[config.mk]
export PLATFORM = sky130hd
export DESIGN_NAME = mem_stage_ctrl
export DESIGN_NICKNAME = d
export VERILOG_FILES = /design/src/rtl/mem_stage_ctrl.sv
export SDC_FILE = /design/constraint.sdc
export NUM_CORES = 1
export LEC_CHECK = 0
export CAP_MARGIN = 5
export CORE_AREA = 5 5 133 135
export DETAILED_ROUTE_END_ITERATION = 8
export DIE_AREA = 0 0 138 140
export HOLD_SLACK_MARGIN = 0.1
export PLACE_DENSITY = 0.61
export SKIP_CTS_REPAIR_TIMING = 1
export SYNTH_ARGS = -nofsm -noshare
export SYNTH_HDL_FRONTEND = slang
export SYNTH_SLANG_ARGS = --single-unit
export TNS_END_PERCENT = 50
[constraint.sdc]
create_clock -name CLK -period 5.71 [get_ports CLK]
set_input_delay 1.142 -clock CLK [delete_from_list [all_inputs] [get_ports CLK]]
set_output_delay 1.142 -clock CLK [all_outputs]
set_load 0.03 [all_outputs]
[src/rtl/mem_stage_ctrl.sv]
// mem_stage_ctrl: MEM-stage data-memory request FSM with load capture, stall counting and PC redirect.
module mem_stage_ctrl #(
  parameter int WORD_W = 32,
  parameter int CNT_W  = 16
) (
  input  logic              CLK,
  input  logic              nRST,
  input  logic              memtoReg_MEM,
  input  logic              memWr_MEM,
  input  logic [WORD_W-1:0] Output_Port_MEM,
  input  logic [WORD_W-1:0] storedata_MEM,
  input  logic [1:0]        PC_Src_MEM,
  input  logic              zero_MEM,
  input  logic [WORD_W-1:0] branch_addr_MEM,
  input  logic [WORD_W-1:0] jump_addr_MEM,
  input  logic [WORD_W-1:0] busA_MEM,
  input  logic              dhit,
  input  logic [WORD_W-1:0] dmemload,
  output logic              dmemREN,
  output logic              dmemWEN,
  output logic [WORD_W-1:0] dmemaddr,
  output logic [WORD_W-1:0] dmemstore,
  output logic              exmem_enable,
  output logic              exmem_flush,
  output logic              front_flush,
  output logic              pc_redirect,
  output logic [WORD_W-1:0] pc_target,
  output logic [WORD_W-1:0] loaddata_WB,
  output logic [CNT_W-1:0]  stall_cnt
);
  typedef enum logic {IDLE, DONE} state_t;
  state_t            state_q, state_d;
  logic [WORD_W-1:0] loaddata_q, loaddata_d;
  logic [CNT_W-1:0]  stall_cnt_q, stall_cnt_d;
  logic              req, redirect_raw;
  logic [WORD_W-1:0] target_raw;
  always_comb begin
    // nRST gates the request so a reset mid-access drops it without waiting for a clock
    req          = nRST && state_q == IDLE && (memtoReg_MEM || memWr_MEM);
    dmemWEN      = req && memWr_MEM;
    dmemREN      = req && !memWr_MEM;
    dmemaddr     = req ? Output_Port_MEM : '0;
    dmemstore    = req ? storedata_MEM : '0;
    exmem_enable = !req;
    state_d      = (req && dhit) ? DONE : IDLE;
    loaddata_d   = (dmemREN && dhit) ? dmemload : loaddata_q;
    stall_cnt_d  = (req && !(&stall_cnt_q)) ? stall_cnt_q + CNT_W'(1) : stall_cnt_q;
    redirect_raw = (PC_Src_MEM == 2'b01 && zero_MEM) || PC_Src_MEM[1];
    target_raw   = PC_Src_MEM == 2'b11 ? busA_MEM :
                   PC_Src_MEM == 2'b10 ? jump_addr_MEM :
                   (PC_Src_MEM == 2'b01 && zero_MEM) ? branch_addr_MEM : '0;
    pc_redirect  = redirect_raw && exmem_enable;
    pc_target    = pc_redirect ? target_raw : '0;
    exmem_flush  = pc_redirect;
    front_flush  = pc_redirect;
    loaddata_WB  = loaddata_q;
    stall_cnt    = stall_cnt_q;
  end
  always_ff @(posedge CLK or negedge nRST) begin
    if (!nRST) begin
      state_q     <= IDLE;
      loaddata_q  <= '0;
      stall_cnt_q <= '0;
    end else begin
      state_q     <= state_d;
      loaddata_q  <= loaddata_d;
      stall_cnt_q <= stall_cnt_d;
    end
  end
endmodule

==> results.json <==
{
  "period_needed_ns": 4.65,
  "overflow": 0,
  "io_buffers": 349,
  "finalSetupViolCount": 0,
  "gr-usage-all-layers": 0.156,
  "pin_count": 350,
  "fin_ws_ns": 1.06,
  "fin_nets": 877,
  "cp-start-kind": "input port",
  "min_path_type": "reg2reg",
  "gp_congestion": 0.837,
  "rows": 47,
  "max_freq_mhz": 215,
  "synth.distinct_cells": 40,
  "cp_common_cell": "clkdlybuf4s50_1",
  "worst_pin_slew_ns": 0.624,
  "drc": 0,
  "dp_slack_ns": 1.06,
  "status": "finished, final reports clean",
  "powerDensity_mw_per_mm2": 239,
  "cp-end-kind": "output port",
  "rsz0062_at_grt": "false",
  "drt-pass1-iter-count": 5,
  "htree_levels": 2,
  "p_leak_nw": 2.80,
  "max-slew-margin-rel": 0.584,
  "synth_async_sr_flop_share": 1.00,
  "use_met3": 0.0661,
  "slowest_stage": "clkdlybuf4s50_1",
  "grt_pass1_vias": 4219,
  "path_class": "in2out",
  "slew_violations": 0,
  "clk-insertion-delay-late_ns": 0.29,
  "ys_warn_count": 0,
  "path_max_fanout": 32,
  "antenna_found_initial": 0,
  "wl_per_cell_um": 18.0,
  "fp.dieW_um": 138,
  "die_area_mm2": 0.0193,
  "cap_violations": 0,
  "cts_root_buffer": "clkbuf_16",
  "drt_iter0_markers": 84,
  "ir_drop_uv": 111,
  "antenna_left": 0,
  "syn_inst": 344,
  "clk_pin_slew_ns": 0.06,
  "netlist_area_mm2": 0.00329,
  "vias_per_cell": 4.38,
  "cts_tree": "done",
  "synth_area_per_cell_um2": 9.57,
  "synthToLayoutAreaGrowth_pct": 118,
  "critical_path.cell_chain": "clkdlybuf4s50_1 -> nor2b_2 -> buf_4 -> a22oi_1 -> nor2_1 -> clkdlybuf4s50_1",
  "ys_ff_latch": 49,
  "dieHeight_um": 140,
  "synthesis.nets": 545,
  "antennaDiodeCount": 0,
  "synth_edf_count": 0,
  "cts_buffer_depth": 2,
  "drive_above_1_share": 0.0960,
  "wl_um": 16100,
  "timing.final.crit_share": 0.815,
  "grt_max_degree": 67,
  "yosys_most_used_dff": "dfrtp_1",
  "utilization": 0.438,
  "grt_pass1_wl_um": 24200,
  "skew_ns": 0.00656,
  "slowest_delay_ns": 0.80,
  "start_util": 0.201,
  "grt_util_met1": 0.158,
  "core_mm2": 0.0163,
  "dp_hpwl_um": 13600,
  "top_usage_layer": "met2",
  "cts_sinks": 49,
  "required_ns": 4.57,
  "r2r_slack_ns": 3.27,
  "grt_util_met2": 0.293,
  "final.setup.tns_ns": 0,
  "final_hold_viol_count": 0,
  "yosysSeqAreaShare": 0.372,
  "via_count": 3932,
  "numCtsBuffers": 5,
  "cp.arrival_ns": 3.51
}
==> cells in the mapped netlist (all sizes together), types with 2 or more instances <==
library cell | count | area, um2
nand2b | 2 | 20.0
dfrtp | 49 | 1230
nand4 | 6 | 52.6
mux2 | 34 | 383
nor2b | 3 | 18.8
nor2 | 38 | 153
and2 | 68 | 425
a22o | 32 | 280
inv | 3 | 11.3
and3 | 2 | 12.5
nand3 | 4 | 20.0
nor4 | 4 | 61.3
a22oi | 32 | 240
a21oi | 5 | 25.0
clkbuf | 24 | 90.1
nand2 | 5 | 18.8
xnor2 | 4 | 35.0
xor2 | 6 | 52.6
buf | 8 | 43.8
nor3 | 4 | 20.0
==> per-layer routing <==
metal	wire (um)	share of wire
met2	8700	0.54
met5	0	0
met4	306	0.019
met1	5450	0.34
met3	1660	0.10
==> kinds of logic after synthesis <==
kind of cell	count (synthesis)	share of synthesized area
AND/OR/NAND/NOR	140	0.256
adder cells (fa/ha/maj)	1	0.00380
flip-flops	49	0.372
XOR/XNOR	10	0.0266
AO/OA/AOI/OAI	74	0.177
multiplexers	35	0.119
buffers and inverters	35	0.0441
==> critical path: cells and delay by family <==
| family | cells | cell delay, ns |
|---|---|---|
| buffers and inverters | 3 | 1.84 |
| AND/OR/NAND/NOR | 2 | 0.35 |
| AO/OA/AOI/OAI | 1 | 0.15 |
==> per-stage QoR <==
stage / power, mW / hold slack [ns] / area (um2) / instances
floorplan: 0.936 / 0.674 / 3290 / 344
CTS: 1.74 / 0.509 / 7160 / 897
finish: 1.71 / 0.505 / 7160 / 897
detailed placement: 1.39 / 0.493 / 6990 / 889
global placement: 1.38 / 0.489 / 6990 / 889
global route: 1.80 / 0.525 / 7160 / 897
==> where the power goes <==
part | internal (mW) | total, mW | leakage (nW) | switching [mW]
clock network | 0.207 | 0.334 | 0.0800 | 0.127
registers | 0.429 | 0.501 | 0.603 | 0.0721
logic | 0.429 | 0.876 | 2.12 | 0.447
==> flip-flops by register name, indices dropped and copies added, names as in the netlist <==
signal	cells
stall_cnt	16
state_q	1
loaddata_WB	32
==> final cells by class <==
class                   instances  area [um2]
fillers                      1604        9180
clock inverters                 3        46.3
repair buffers                357        3550
clock buffers                   5         125
inverters                       3        11.3
multi-input cells             260        1930
well taps                     220         275
flip-flops and latches         49        1230
==> cells in the final DEF (no fill, tap or decap), types with 2 or more instances in the layout <==
| master | instances |
|---|---|
| nor3_1 | 4 |
| clkbuf_16 | 5 |
| and3_1 | 2 |
| and2_1 | 68 |
| nor2_1 | 35 |
| clkdlybuf4s50_1 | 347 |
| nand2_1 | 5 |
| nor2_4 | 2 |
| xor2_1 | 6 |
| nor2b_2 | 2 |
| inv_1 | 2 |
| a22o_1 | 32 |
| xnor2_1 | 4 |
| nand3_1 | 4 |
| mux2_2 | 34 |
| a21oi_1 | 5 |
| nor4_4 | 2 |
| dfrtp_1 | 49 |
| a22oi_1 | 32 |
| nand4_1 | 5 |
| buf_4 | 9 |
==> path summary, 6_finish.rpt <==
| path | startpoint | to | cells after the start |
|---|---|---|---|
| max | PC_Src_MEM[1] | pc_target[27] | 6 |
| min | loaddata_WB[14] | loaddata_WB[14] | 1 |
| max reg2reg | state_q | loaddata_WB[28] | 6 |
| min reg2reg | loaddata_WB[14] | loaddata_WB[14] | 1 |
| max in group asynchronous | nRST | state_q | 2 |
| min in group asynchronous | nRST | stall_cnt[2] | 2 |
Note: power is estimated with default switching activity, not from simulation.
